$ cat config.mk
export PLATFORM = sky130hd
export DESIGN_NAME = apb_master_bridge
export DESIGN_NICKNAME = d
export VERILOG_FILES = /design/src/rtl/apb_master_bridge.sv
export SDC_FILE = /design/constraint.sdc
export NUM_CORES = 1
export LEC_CHECK = 0
export ABC_AREA = 1
export CORE_MARGIN = 4
export CORE_UTILIZATION = 36
export DETAILED_ROUTE_END_ITERATION = 12
export PLACE_DENSITY = 0.77
export SKIP_CTS_REPAIR_TIMING = 1
export SLEW_MARGIN = 20
export SYNTH_ARGS = -nofsm -noshare
export SYNTH_HDL_FRONTEND = slang
export SYNTH_SLANG_ARGS = --single-unit
$ cat constraint.sdc
create_clock -name HCLK -period 1.4 [get_ports HCLK]
set_input_delay 0.28 -clock HCLK [delete_from_list [all_inputs] [get_ports HCLK]]
set_output_delay 0.28 -clock HCLK [all_outputs]
set_load 0.01 [all_outputs]
$ cat src/rtl/apb_master_bridge.sv
// APB initiator: single-beat valid/ready commands become APB SETUP/ACCESS transfers.
// Optional build macro APB_MASTER_TIMEOUT_EN aborts ACCESS after TIMEOUT_CYCLES wait states.
module apb_master_bridge #(
    parameter int APB_ADDR_WIDTH = 12,
    parameter int TIMEOUT_CYCLES = 256
) (
    input  logic                      HCLK,
    input  logic                      HRESET,
    input  logic                      req_valid,
    output logic                      req_ready,
    input  logic [APB_ADDR_WIDTH-1:0] req_addr,
    input  logic                      req_write,
    input  logic [31:0]               req_wdata,
    output logic                      rsp_valid,
    input  logic                      rsp_ready,
    output logic [31:0]               rsp_rdata,
    output logic                      rsp_err,
    output logic [APB_ADDR_WIDTH-1:0] PADDR,
    output logic [31:0]               PWDATA,
    output logic                      PWRITE,
    output logic                      PSEL,
    output logic                      PENABLE,
    input  logic [31:0]               PRDATA,
    input  logic                      PREADY,
    input  logic                      PSLVERR
);

    typedef enum logic [1:0] {
        ST_IDLE   = 2'd0,
        ST_SETUP  = 2'd1,
        ST_ACCESS = 2'd2,
        ST_RESP   = 2'd3
    } state_t;

    state_t                    state_q;
    logic                      req_ready_q;
    logic                      rsp_valid_q;
    logic [31:0]               rsp_rdata_q;
    logic                      rsp_err_q;
    logic [APB_ADDR_WIDTH-1:0] paddr_q;
    logic [31:0]               pwdata_q;
    logic                      pwrite_q;
    logic                      psel_q;
    logic                      penable_q;
    logic                      timeout_hit;

`ifdef APB_MASTER_TIMEOUT_EN
    localparam int CNT_W = ($clog2(TIMEOUT_CYCLES + 1) > 8) ? $clog2(TIMEOUT_CYCLES + 1) : 8;
    localparam logic [CNT_W-1:0] CNT_LAST = CNT_W'(TIMEOUT_CYCLES - 1);

    logic [CNT_W-1:0] wait_cnt_q;
    logic [CNT_W-1:0] wait_cnt_d;

    // A wait cycle seen while the counter already holds LAST is the TIMEOUT_CYCLES-th one.
    assign timeout_hit = (wait_cnt_q == CNT_LAST);

    always_comb begin
        wait_cnt_d = wait_cnt_q;
        if (state_q == ST_IDLE && req_valid) begin
            wait_cnt_d = '0;
        end else if (state_q == ST_ACCESS && !PREADY && !timeout_hit) begin
            wait_cnt_d = wait_cnt_q + 1'b1;
        end
    end

    always_ff @(posedge HCLK) begin
        if (HRESET) begin
            wait_cnt_q <= '0;
        end else begin
            wait_cnt_q <= wait_cnt_d;
        end
    end
`else
    assign timeout_hit = 1'b0;
`endif

    always_ff @(posedge HCLK) begin
        if (HRESET) begin
            state_q     <= ST_IDLE;
            req_ready_q <= 1'b1;
            rsp_valid_q <= 1'b0;
            rsp_rdata_q <= 32'd0;
            rsp_err_q   <= 1'b0;
            paddr_q     <= '0;
            pwdata_q    <= 32'd0;
            pwrite_q    <= 1'b0;
            psel_q      <= 1'b0;
            penable_q   <= 1'b0;
        end else begin
            case (state_q)
                ST_IDLE: begin
                    if (req_valid) begin
                        paddr_q     <= req_addr;
                        pwdata_q    <= req_wdata;
                        pwrite_q    <= req_write;
                        psel_q      <= 1'b1;
                        req_ready_q <= 1'b0;
                        state_q     <= ST_SETUP;
                    end
                end
                ST_SETUP: begin
                    penable_q <= 1'b1;
                    state_q   <= ST_ACCESS;
                end
                ST_ACCESS: begin
                    // PREADY wins over a timeout reached in the same cycle.
                    if (PREADY) begin
                        rsp_rdata_q <= pwrite_q ? 32'd0 : PRDATA;
                        rsp_err_q   <= PSLVERR;
                        rsp_valid_q <= 1'b1;
                        psel_q      <= 1'b0;
                        penable_q   <= 1'b0;
                        state_q     <= ST_RESP;
                    end else if (timeout_hit) begin
                        rsp_rdata_q <= 32'hDEAD_BEEF;
                        rsp_err_q   <= 1'b1;
                        rsp_valid_q <= 1'b1;
                        psel_q      <= 1'b0;
                        penable_q   <= 1'b0;
                        state_q     <= ST_RESP;
                    end
                end
                ST_RESP: begin
                    if (rsp_ready) begin
                        rsp_valid_q <= 1'b0;
                        req_ready_q <= 1'b1;
                        state_q     <= ST_IDLE;
                    end
                end
                default: begin
                    state_q     <= ST_IDLE;
                    req_ready_q <= 1'b1;
                    rsp_valid_q <= 1'b0;
                    psel_q      <= 1'b0;
                    penable_q   <= 1'b0;
                end
            endcase
        end
    end

    assign req_ready = req_ready_q;
    assign rsp_valid = rsp_valid_q;
    assign rsp_rdata = rsp_rdata_q;
    assign rsp_err   = rsp_err_q;
    assign PADDR     = paddr_q;
    assign PWDATA    = pwdata_q;
    assign PWRITE    = pwrite_q;
    assign PSEL      = psel_q;
    assign PENABLE   = penable_q;

endmodule

# Word level (Yosys, flattened, before mapping)
# Index checks and enable logic that the tools add are counted.
[totals]
ff_bits = 84
out_inout_bits = 82
wordCells = 43
[classes]
eq_ne = 6
n_mux = 15
reduce_logical = 12
[op_table]
columns = ["op", "n"]
rows = [
  ["32-bit 2-to-1 mux", 1],
  ["3-bit AND reduction", 4],
  ["1-bit case mux with 2 select lines", 4],
  ["2-bit case mux with 4 select lines", 1],
  ["2-bit nonzero test", 4],
  ["1-bit 2-to-1 mux", 6],
  ["2-bit 2-to-1 mux", 3],
  ["2-bit inequality test (second input constant)", 3],
  ["2-bit AND reduction", 3],
  ["2-bit == test (second input constant)", 2],
  ["2-bit by 1-bit == test with 1-bit output (second input constant)", 1],
  ["2-bit zero test", 1],
]

# Longest topological paths before layout
[logic_depth]
word_depth = 3
depth_mapped = 8
mapped_depth_nobuf = 8

# Worst setup path after synthesis
# No wires, ideal clock.
[synth_path]
path_type = "flip-flop to flip-flop"
startpoint = "reg state_q[0]"
endpoint = "reg paddr_q[0], in the netlist PADDR[0]"
setup_ns = 0.116
arrival_ns = 1.195
required_time_ns = 1.284
slack_ns = 0.089
path_stages_with_launch = 9
path_buffers = 2
period_less_slack_ns = 1.311
path_cell_list = "dfxtp_1 > inv_1 > ha_1 > nand2_1 > buf_6 > clkinv_4 > buf_6 > nor2_1 > nor2_1"
[synth_via]
elab_chain_cells = 2
[synth_rtl]
columns = ["item", "line", "rtl"]
rows = [
  ["start, declared", "35", "state_t state_q;"],
  ["start signal, assigned", "79", "state_q <= ST_IDLE;"],
  ["start signal, assigned", "98", "state_q <= ST_SETUP;"],
  ["start signal, assigned", "103", "state_q <= ST_ACCESS;"],
  ["2-bit zero test", "90", "case (state_q)"],
  ["2-bit AND reduction (no line)", "n/a", ""],
  ["end signal, assigned", "93", "paddr_q <= req_addr;"],
  ["end, declared", "40", "logic [APB_ADDR_WIDTH-1:0] paddr_q;"],
]
# Every way passes these cells.
# A chain may end at the register's enable or synchronous reset.

# Worst setup path after layout
[layout_path]
startpoint = "reg state_q[1]"
endpoint = "reg rsp_rdata_q[14], in the netlist rsp_rdata[14]"
[layout_via]
elab_chain_cells = 2
[layout_rtl]
columns = ["item", "line", "rtl"]
rows = [
  ["2-bit == test", "90", ""],
  ["2-bit AND reduction (no line)", "n/a", ""],
  ["end signal, assigned", "108", "rsp_rdata_q <= pwrite_q ? 32'd0 : PRDATA;"],
  ["end, declared", "38", "logic [31:0] rsp_rdata_q;"],
]
# Every way passes these cells.

==> reports/summary.txt <==
Seq/Total Area, Yosys -> 0.5238
final hold viol count -> 0
clk slew on worst S/H paths -> 0.09 ns
leak pwr -> 3.329 nW
maxcap violations -> 0
Yosys reg bits -> 84
reg-to-reg critical path startpoint -> state_q[1]$_SDFFE_PP0P_
fin area -> 5414 sq um
total grt overflow -> 0
Int Power -> 5.310 mW
hold_ws -> 0.4649 ns
CP Cell Sequence -> buf_4 -> ha_1 -> nand2_2 -> clkinv_2 -> buf_4 -> nand3_1 -> a21oi_1
Hold Path Class -> reg2reg
Peak Freq -> 764.7 MHz
crit end category -> flip-flop
most used cell, CP -> buf_4
Die ar. -> 10490 sq um
core area -> 8678 sq um
Worst Setup Start Kind -> flip-flop
Worst path depth -> 7
Layout area overhead -> 68.63%
wire per inst -> 14.02 um
CP Capture Point -> rsp_rdata[14]$_SDFFE_PP0P_
IO buf count -> 164
clock power share -> 0.194
Seq pwr share -> 0.386
outcome -> complete, no violations
post-synthesis cell area -> 3211 sq um
Distinct cells, synth -> 18
critical setup path kind -> reg2reg
skew final -> 0.01034 ns
Max IR drop VDD -> 0.9861 mV
post-route DRC violation count -> 0
initial antenna violation count -> 0
final setup violation count -> 0
Power Density -> 1521 nW/um^2
CP bufs+invs -> 3
H-tree Lvls -> 3
Num CTS Buffers -> 9
Synth Warn # -> 0
combinational share of power -> 0.420
highest-count cells in the layout ignoring fill and taps -> nor2_1 (98), dfxtp_1 (84), clkdlybuf4s50_1 (82), dlymetal6s2s_1 (82), nand2_1 (50)
vias in the first global route -> 3010
final wirelength -> 9563 um
Mean Syn Cell Area -> 8.006 sq um
Psw -> 2.926 mW
r2r endpoint -> rsp_rdata[14]$_SDFFE_PP0P_
Final nets -> 658
Critical Path AT -> 1.53 ns
gr usage total -> 0.1692
DP HPWL -> 7007 um
CTS tree -> built
Diodes inserted -> 0
Slew Viols, Final -> 0
commonest non-fill, non-tap cell in the layout -> nor2_1
Worst EP required -> 1.62 ns
I/O Pins -> 165
CP top delay family -> buffers and inverters
worst-margin pin slew -> 0.3420 ns
pin count of the biggest net entering global routing -> 37
num rows -> 34
Placement Cell Area -> 5016 sq um
Cells after Synth -> 401
Syn Nets -> 490
first-pass GRT wire length -> 14100 um
reg-to-reg setup timing slack -> 0.09 ns
clk sinks -> 84
sw frac -> 0.3553
Skew-Pair Late Insertion Delay -> 0.35 ns
DR vias -> 3208
Die W -> 102.4 um
CTS root buffer -> clkbuf_8
initial drt markers -> 50
CP max FO -> 10
Crit-path slowest cell -> dfxtp_1
Starting Density -> 0.3700
total power -> 8.236 mW
gp weighted congestion -> 0.7649
Setup WS pre-CTS -> -0.1189 ns
Sum Neg Setup Slack -> 0 ns
Via-to-Cell Ratio -> 4.704
Clock Tree Buf Depth -> 2
unrepaired setup endpoints after global routing -> false
final period utilization -> 0.9340
post-route setup slack -> 0.09237 ns
antenna viol nets, final -> 0
critical path startpoint -> state_q[1]$_SDFFE_PP0P_
reg2reg path depth -> 7
Pre-antenna DRT Iters -> 4
largest stage delay on the critical path -> 0.31 ns
fraction of layout cells with a size suffix above 1 -> 0.09059
die height -> 102.4 um
min cycle time layout -> 1.308 ns
Slew HR -> 0.7720
-- metal layers --
| metal | vias up | track usage | wire (um) |
|---|---|---|---|
| met2 | 93 | 0.3083 | 5117 |
| met3 | 8 | 0.03959 | 555 |
| met5 | - | 0 | 0 |
| met4 | 0 | 0.04844 | 107 |
| met1 | 1477 | 0.1964 | 3783 |
| li1 | 1630 | - | - |
-- synth_stat cells (all sizes together) --
| library cell | count | area, sq um |
|---|---|---|
| o21ai | 48 | 240.2 |
| a21oi | 34 | 170.2 |
| clkbuf | 7 | 30.02 |
| or2 | 1 | 6.260 |
| clkinv | 2 | 13.76 |
| dfxtp | 84 | 1682 |
| nand3 | 36 | 225.2 |
| nand2 | 52 | 197.7 |
| inv | 13 | 48.80 |
| nor2 | 98 | 367.9 |
| ha | 6 | 75.07 |
| buf | 20 | 153.9 |
-- through the flow --
step                  util  cells
finish              0.6238    682
global route        0.6238    682
CTS                 0.5989    682
detailed placement  0.5780    666
global placement    0.5780    666
floorplan                -    401
-- registers in the layout (all words and copies together) (netlist names) --
register,count
PWDATA,32
rsp_rdata,32
PADDR,12
state_q,2
PENABLE,1
PSEL,1
PWRITE,1
req_ready,1
rsp_err,1
rsp_valid,1
-- worst min-delay path, stage by stage, from the launching register on --
cell and delay, ns:
dfxtp_1 0.32, nand2_1 0.06, a21oi_1 0.05
-- cells by family (layout without fill, tap and decap cells) --
group	count (synthesis)	after routing	share of synthesized area
AND/OR/NAND/NOR	187	187	0.2482
adder cells (fa/ha/maj)	6	6	0.02338
buffers and inverters	42	215	0.07677
AO/OA/AOI/OAI	82	82	0.1278
flip-flops	84	84	0.5238
-- worst min-delay path by stage --
stage | startpoint | to | slack [ns] | depth (start not counted)
6_report | rsp_rdata[13]$_SDFFE_PP0P_ | rsp_rdata[13]$_SDFFE_PP0P_ | 0.46 | 2
5_1_grt | rsp_rdata[23]$_SDFFE_PP0P_ | rsp_rdata[23]$_SDFFE_PP0P_ | 0.48 | 2
4_1_cts | rsp_rdata[11]$_SDFFE_PP0P_ | rsp_rdata[11]$_SDFFE_PP0P_ | 0.47 | 2
3_5_place_dp | rsp_rdata[23]$_SDFFE_PP0P_ | rsp_rdata[23]$_SDFFE_PP0P_ | 0.46 | 2
3_3_place_gp | rsp_rdata[12]$_SDFFE_PP0P_ | rsp_rdata[12]$_SDFFE_PP0P_ | 0.45 | 2
2_1_floorplan | PRDATA[0] | rsp_rdata[0]$_SDFFE_PP0P_ | 0.42 | 2
-- layout make-up --
class                   count  area, sq um
well taps                 108        135.1
multi-input cells         275         1290
clock inverters             7        57.56
inverters                  15        62.56
fillers                   760         3264
clock buffers               9        123.9
repair buffers            184         2063
flip-flops and latches     84         1682
-- power by group through the flow --
stage / clock network [mW] / registers (mW) / logic [mW]
2_1_floorplan: 0 / 3.47 / 1.59
3_3_place_gp: 0 / 3.22 / 3.49
3_5_place_dp: 0 / 3.25 / 3.57
4_1_cts: 1.66 / 3.20 / 3.58
5_1_grt: 1.76 / 3.24 / 3.84
6_report: 1.60 / 3.18 / 3.46
No activity file was read; power rests on OpenSTA's default activity.
